`config.mk`:
```
export PLATFORM = sky130hd
export DESIGN_NAME = vblank_task_scheduler
export DESIGN_NICKNAME = d
export VERILOG_FILES = /design/src/rtl/vblank_task_scheduler.sv
export SDC_FILE = /design/constraint.sdc
export NUM_CORES = 1
export LEC_CHECK = 0
export CAP_MARGIN = 20
export CORE_MARGIN = 2
export CORE_UTILIZATION = 30
export CTS_CLUSTER_SIZE = 40
export DETAILED_ROUTE_END_ITERATION = 8
export SYNTH_ARGS = -nofsm -noshare
export SYNTH_HDL_FRONTEND = slang
export SYNTH_SLANG_ARGS = --single-unit
```
`constraint.sdc`:
```
create_clock -name clk -period 4.56 [get_ports clk]
set_input_delay 1.14 -clock clk [delete_from_list [all_inputs] [get_ports clk]]
set_output_delay 1.14 -clock clk [all_outputs]
set_load 0.01 [all_outputs]
```
`src/rtl/vblank_task_scheduler.sv`:
```
// ----------------------------------------------------------------------------
// vblank_task_scheduler
//
// Per-frame game-logic sequencer. A falling edge on the active-low vsync
// starts a sequence that grants each enabled task an exclusive update slot,
// in fixed index order, so all game-state updates land inside blanking.
// Frame overrun (a new vsync while still sequencing) and hung tasks (watchdog)
// are reported through sticky flags.
//
// Optional feature macro: VBS_WATCHDOG_EN
//   defined     : per-task watchdog; a task that does not ack within TIMEOUT
//                 cycles of WAIT is released and timeout_err is set.
//   not defined : no watchdog counter; WAIT lasts until ack; timeout_err = 0.
//
// Ports
//   clk         pixel clock
//   clr         asynchronous active-high reset
//   vga_VS      vsync from the timing generator, active-low
//   pause       1 = ignore new frame triggers (only looked at in IDLE)
//   task_en     per-task enable, sampled in the task's SLOT cycle
//   task_ack    task done; only bit cur_task is honoured, and only in WAIT
//   clear_err   1-cycle pulse clearing overrun/timeout_err (a same-cycle set wins)
//   task_req    one-hot update grant
//   cur_task    index of the task being served (holds last value in IDLE)
//   frame_tick  1-cycle pulse at the start of each accepted sequence
//   seq_done    1-cycle pulse after the last task
//   busy        high whenever the sequencer is not IDLE
//   frame_cnt   accepted sequences, wraps 0xFFFF -> 0
//   overrun     sticky: trigger arrived while busy
//   timeout_err sticky: a task timed out
//
// Handshake: task_req[i] rises when task i enters WAIT and stays high until the
// clock edge at which task_ack[i] is sampled high (or the watchdog fires); it
// falls on that edge. The task may hold ack longer; it is ignored outside WAIT.
// ----------------------------------------------------------------------------
module vblank_task_scheduler #(
  parameter int N_TASKS = 4,
  parameter int TIMEOUT = 20000,
  parameter int TMO_W   = 16
) (
  input  logic               clk,
  input  logic               clr,
  input  logic               vga_VS,
  input  logic               pause,
  input  logic [N_TASKS-1:0] task_en,
  input  logic [N_TASKS-1:0] task_ack,
  input  logic               clear_err,
  output logic [N_TASKS-1:0] task_req,
  output logic [2:0]         cur_task,
  output logic               frame_tick,
  output logic               seq_done,
  output logic               busy,
  output logic [15:0]        frame_cnt,
  output logic               overrun,
  output logic               timeout_err
);

  if (N_TASKS < 1 || N_TASKS > 8) begin : g_bad_tasks
    $error("vblank_task_scheduler: N_TASKS must be in 1..8");
  end
  if (TIMEOUT < 1 || 64'(TIMEOUT) >= (64'd1 << TMO_W)) begin : g_bad_timeout
    $error("vblank_task_scheduler: TIMEOUT must be >= 1 and fit in TMO_W bits");
  end

  typedef enum logic [2:0] {
    S_IDLE,
    S_TICK,
    S_SLOT,
    S_WAIT,
    S_DONE
  } state_t;

  state_t             state, state_n;
  logic               vs_d;
  logic               trig;
  logic [N_TASKS-1:0] sel;
  logic               en_cur;
  logic               ack_cur;
  logic               last_task;
  logic               wd_fire;
  logic [N_TASKS-1:0] req_n;
  logic [2:0]         cur_n;
  logic [15:0]        cnt_n;
  logic               ovr_n;

  // Start of vsync: previous sample high, current sample low.
  assign trig = vs_d & ~vga_VS;

  // Decode the served index once; enable/ack/grant all use it.
  always_comb begin
    sel = '0;
    for (int i = 0; i < N_TASKS; i++) begin
      sel[i] = (cur_task == 3'(i));
    end
  end

  assign en_cur    = |(task_en & sel);
  assign ack_cur   = |(task_ack & sel);
  assign last_task = (cur_task == 3'(N_TASKS - 1));

`ifdef VBS_WATCHDOG_EN
  logic [TMO_W-1:0] tmo, tmo_n;
  logic             terr_n;

  // Fires on the TIMEOUT-th WAIT cycle; a same-cycle ack takes precedence.
  assign wd_fire = (tmo == TMO_W'(TIMEOUT - 1));
`else
  assign wd_fire = 1'b0;
`endif

  always_comb begin
    state_n = state;
    req_n   = task_req;
    cur_n   = cur_task;
    cnt_n   = frame_cnt;
    ovr_n   = overrun & ~clear_err;
`ifdef VBS_WATCHDOG_EN
    tmo_n   = tmo;
    terr_n  = timeout_err & ~clear_err;
`endif

    // Any trigger outside IDLE (DONE included) is dropped and flagged.
    if (trig && state != S_IDLE) begin
      ovr_n = 1'b1;
    end

    case (state)
      S_IDLE: begin
        if (trig && !pause) begin
          state_n = S_TICK;
          cnt_n   = frame_cnt + 16'd1;
          cur_n   = 3'd0;
        end
      end
      S_TICK: begin
        state_n = S_SLOT;
      end
      S_SLOT: begin
        if (en_cur) begin
          req_n   = sel;
          state_n = S_WAIT;
`ifdef VBS_WATCHDOG_EN
          tmo_n   = '0;
`endif
        end else if (last_task) begin
          state_n = S_DONE;
        end else begin
          cur_n   = cur_task + 3'd1;
        end
      end
      S_WAIT: begin
`ifdef VBS_WATCHDOG_EN
        tmo_n = tmo + TMO_W'(1);
        if (!ack_cur && wd_fire) begin
          terr_n = 1'b1;
        end
`endif
        if (ack_cur || wd_fire) begin
          req_n = '0;
          if (last_task) begin
            state_n = S_DONE;
          end else begin
            cur_n   = cur_task + 3'd1;
            state_n = S_SLOT;
          end
        end
      end
      S_DONE: begin
        state_n = S_IDLE;
      end
      default: begin
        state_n = S_IDLE;
      end
    endcase
  end

  always_ff @(posedge clk or posedge clr) begin
    if (clr) begin
      state      <= S_IDLE;
      vs_d       <= 1'b1;
      task_req   <= '0;
      cur_task   <= 3'd0;
      frame_tick <= 1'b0;
      seq_done   <= 1'b0;
      busy       <= 1'b0;
      frame_cnt  <= 16'd0;
      overrun    <= 1'b0;
    end else begin
      state      <= state_n;
      vs_d       <= vga_VS;
      task_req   <= req_n;
      cur_task   <= cur_n;
      frame_tick <= (state_n == S_TICK);
      seq_done   <= (state_n == S_DONE);
      busy       <= (state_n != S_IDLE);
      frame_cnt  <= cnt_n;
      overrun    <= ovr_n;
    end
  end

`ifdef VBS_WATCHDOG_EN
  always_ff @(posedge clk or posedge clr) begin
    if (clr) begin
      tmo         <= '0;
      timeout_err <= 1'b0;
    end else begin
      tmo         <= tmo_n;
      timeout_err <= terr_n;
    end
  end
`else
  assign timeout_err = 1'b0;
`endif

endmodule

```
Word-level counts from Yosys, hierarchy flattened
Index checks and enable logic that the tools add are counted.

Multipliers: 0. Magnitude comparators: 0. Shifts and indexed selects: 0. Equality and inequality tests: 12. Reduce and logical (&&, ||, !) cells: 14. Bitwise gates (word level): 6. Divide/modulo/power cells: 0. Add/sub/neg operators: 2. Mux-type cells: 15.

Operators with widths (count): $mux W3 (9); $add A16 B1 Y16 const B (1); $eq A3 B2 Y1 const B (4); $pmux W3 S4 (1); $eq A3 B1 Y1 const B (3); $pmux W3 S3 (1); $reduce_bool A3 Y1 (3); $and A4 B4 Y4 (2); $mux W4 (2); $ne A2 B2 Y1 const B (4); $pmux W4 S2 (1); $reduce_or A4 Y1 (2); $logic_not A3 Y1 (2); $reduce_and A4 Y1 (1); $add A3 B1 Y3 const B (1); $eq A3 B3 Y1 const B (1); $reduce_and A3 Y1 (1); $and A1 B1 Y1 (2); $logic_and A1 B1 Y1 (2); $not A1 Y1 (2); $reduce_and A2 Y1 (1); $reduce_bool A2 Y1 (1); $logic_not A1 Y1 (1); $mux W1 (1).

Latch bits: 0. Logic and storage cells: 58. Flip-flop bits (word level): 31. Bits in writable memories: 0. Memories: 0. Memory bits (read-only): 0.

Longest topological paths before layout
Depth in word-level cells: 6. Depth in mapped cells: 8.

Worst setup path after synthesis
Ideal clock, no wire load.

Path kind: input port to flip-flop. Start point: in vga_VS. End point: reg frame_cnt[11]. Slack: 2.214 ns. Data required time: 4.434 ns. Stages on the path: 4. Library setup time: 0.126 ns. Buffers on the path: 0. Arrival: 2.219 ns. Cell sequence: or3b_1 -> nor4b_4 -> nand4_1 -> xnor2_1.

Longest elaborated chain between the ends: 4.

RTL lines: start: declaration (RTL line 43) `input logic vga_VS,`; $not A1 Y1 (RTL line 87) `assign trig = vs_d & ~vga_VS;`; $and A1 B1 Y1 (RTL line 87); $logic_and A1 B1 Y1 (RTL line 129) `if (trig && !pause) begin`; $reduce_and A2 Y1 (no source line); end signal: assignment (RTL line 196) `frame_cnt <= cnt_n;`; end: declaration (RTL line 53) `output logic [15:0] frame_cnt,`.

Every way passes these cells. A chain may end at the register's enable or synchronous reset.

Worst setup path after layout
Start point: in vga_VS. End point: reg frame_cnt[15].

Same word-level chain as after synthesis.

==> results.md <==
- Tightest Pin Transition: 0.5779 ns
- Startpoint Class: input port
- Placed insts: 248
- Combinational power share: 42.2%
- Hold buffers post-CTS: 0
- Min setup slack post-route: 1.918 ns
- Initial antenna violation count: 0
- Number of global-route vias before repair: 1193
- Inserted Clock Buffers: 5
- Antenna cells: 0
- Slew headroom: 61.17%
- Post-route ant nets: 0
- I/O Buffers: 39
- Post-place setup slack: 1.611 ns
- Syn Nets: 162
- Status: finished clean
- Final setup viols: 0
- HPWL Detailed: 2555 um
- Via count: 1272
- Internal: 653.4 uW
- Placed inst area: 2014 sq um
- #FFs+latches synth: 31
- DIE AREA: 5771 sq um
- First-pass GRT wire length: 5871 um
- Maximum clock rate: 378.6 MHz
- Clock power frac: 19.9%
- Share of layout cells above drive strength 1: 5.914%
- Switching share of power: 38.24%
- Clk_lat worst skew: 0.28 ns
- DRC: 0
- Total power: 1058 uW
- Post-synth EDFFs: 0
- Yosys top cell by area: dfrtp_1
- Arrival time at the worst endpoint: 2.81 ns
- Largest net degree at the start of global routing: 32
- Crit path time final: 2.642 ns
- Synth Cell Area: 1554 sq um
- GPL Wtd Cong: 0.8522
- Synth top area cells: dfrtp_1, xnor2_1, ha_1
- Fraction of registers with async set or reset after synthesis: 100.0%
- Row cnt: 26
- Initial DRC Count: 59
- Drt pass-1 iters: 4
- DRT Wirelength: 3523 um
- Clk slew on worst S/H paths: 0.06 ns
- Top Ports: 41
- CORE AREA: 5042 sq um
- Root Driver: clkbuf_8
- Max Cap Viol: 0
- H-tree levels: 2
- Net Switching: 404.6 uW
- Chip width: 75.97 um
- Setup crit end kind: register
- Max VDD drop: 0.2127 mV
- Final period utilization: 57.93%
- Skew final: 0.008921 ns
- Tot GR Track Use: 12.66%
- Initial Util: 30.82%
- Setup CP Type: input port to register
- Die Ht: 75.97 um
- DR WL/cell: 13.76 um
- RSZ-0062 raised after global routing: no
- Setup TNS: 0 ns
- Final nets: 204
- Main synth FF type: dfrtp_1
- Fin. max-slew vios: 0
- Sequential cell area fraction in the yosys report: 50.00%
- CTS tree: yes
- Layout area overhead: 35.10%
- Finished Cell Area: 2100 sq um
- Clock buffer depth: 2
- Reg power frac: 37.9%
- Vias per std cell: 4.969
- Critical Path RT: 4.73 ns
- Post-Syn Instances: 143
- Total clock sinks: 31
- Path category of the worst min-delay check: register to register
- Post-route insts no fill: 256
- GR Overflow Total: 0
- Leak pwr: 0.0008939 uW
- Resize count post-CTS: 0
- Hold Fails Final Rpt: 0
- Synth top area share: 48.31%
- PwrDens: 503.9 nW/um^2
- Post-Syn Area per Cell: 10.87 sq um
- Post-CTS Setup Inserts: 0
- Unique masters post-synth: 40
- CP Max Fanout: 6
- Ys Warns: 0
logic make-up (layout without fill, tap and decap cells):
group	count (synthesis)	in the layout	share of synthesized area (%)
simple gates	45	45	17.15
flops	31	31	50.00
compound gates	29	29	15.06
buf+inv	16	59	4.268
xor+xnor	15	15	8.454
fa+ha+maj	6	6	4.831
other cells	1	1	0.2413
cell type report:
class | instances | area, sq um
sequential | 31 | 777.0
clock inverter | 2 | 12.51
multi-input combinational | 96 | 710.7
timing repair buffer | 40 | 397.9
clock buffer | 6 | 72.57
tap | 70 | 87.58
inverter | 11 | 41.29
fill | 502 | 2943
flip-flops by register name, indices dropped and copies added (netlist names):
register	cells
frame_cnt	16
task_req	4
state	3
busy	1
vs_d	1
frame_tick	1
cur_task	3
overrun	1
seq_done	1
worst max-delay path, cell delays in order:
cell and delay (ns):
clkdlybuf4s50_1 0.45, or3b_1 0.46, nor4b_4 0.44, nand4_1 0.17
xnor2_1 0.15
cells in the mapped netlist, drive strengths merged, types with 2 or more instances:
cell type and count:
dfrtp 30, nand2 12, inv 11, xnor2 11
nand4 7, o211ai 7, ha 6, nor3 5
nor2 4, o2111ai 4, xor2 4, a22o 3
and3 3, buf 3, a22oi 2, clkbuf 2
nand3 2, nand3b 2, nor2b 2, nor3b 2
o21ai 2, o311ai 2
path summary, 6_finish.rpt:
check	startpoint	end	slack, ns	cells past startpoint
max	vga_VS	frame_cnt[15]	1.92	5
min	frame_cnt[15]	frame_cnt[15]	0.47	1
max reg2reg	cur_task[1]	cur_task[0]	2.40	6
min reg2reg	frame_cnt[15]	frame_cnt[15]	0.47	1
max in group asynchronous	clr	vs_d	3.01	3
min in group asynchronous	clr	state[0]	1.23	3
power groups by stage:
stage / registers [uW] / logic [uW] / clock network [uW]
5_1_grt: 413 / 492 / 228
6_report: 401 / 447 / 211
3_3_place_gp: 406 / 446 / 0
4_1_cts: 400 / 449 / 217
2_1_floorplan: 399 / 282 / 0
3_5_place_dp: 405 / 446 / 0
layer usage:
| layer | up-vias | track usage [%] | share of wire [%] | routed length, um |
|---|---|---|---|---|
| met3 | 9 | 3.436 | 3.5 | 123 |
| met2 | 26 | 19.02 | 47 | 1657 |
| li1 | 601 | - | - | - |
| met5 | - | 0 | 0 | 0 |
| met4 | 0 | 6.182 | 1.8 | 64 |
| met1 | 636 | 16.92 | 48 | 1678 |
per-stage QoR:
| step | util, % | hold WS [ns] |
|---|---|---|
| after floorplan | - | 0.5049 |
| after global placement | 39.95 | 0.4715 |
| after detailed placement | 39.95 | 0.4692 |
| after CTS | 41.64 | 0.4776 |
| after global routing | 41.64 | 0.5064 |
| final | 41.64 | 0.4724 |
cells in the final DEF (no fill, tap or decap), types with 2 or more instances in the layout:
cell type	instances
nor2_1	4
o211ai_1	7
clkdlybuf4s50_1	39
nand3b_1	2
o2111ai_1	4
nor3b_1	2
xnor2_1	11
nor3_1	5
clkbuf_8	5
nand3_1	2
xor2_1	4
dfrtp_1	30
inv_1	11
a22oi_1	2
ha_1	6
nand2_1	12
a22o_1	3
and3_1	3
o21ai_0	2
nor2b_1	2
nand4_1	7
o311ai_0	2
Power figures use the tool's default switching activity.
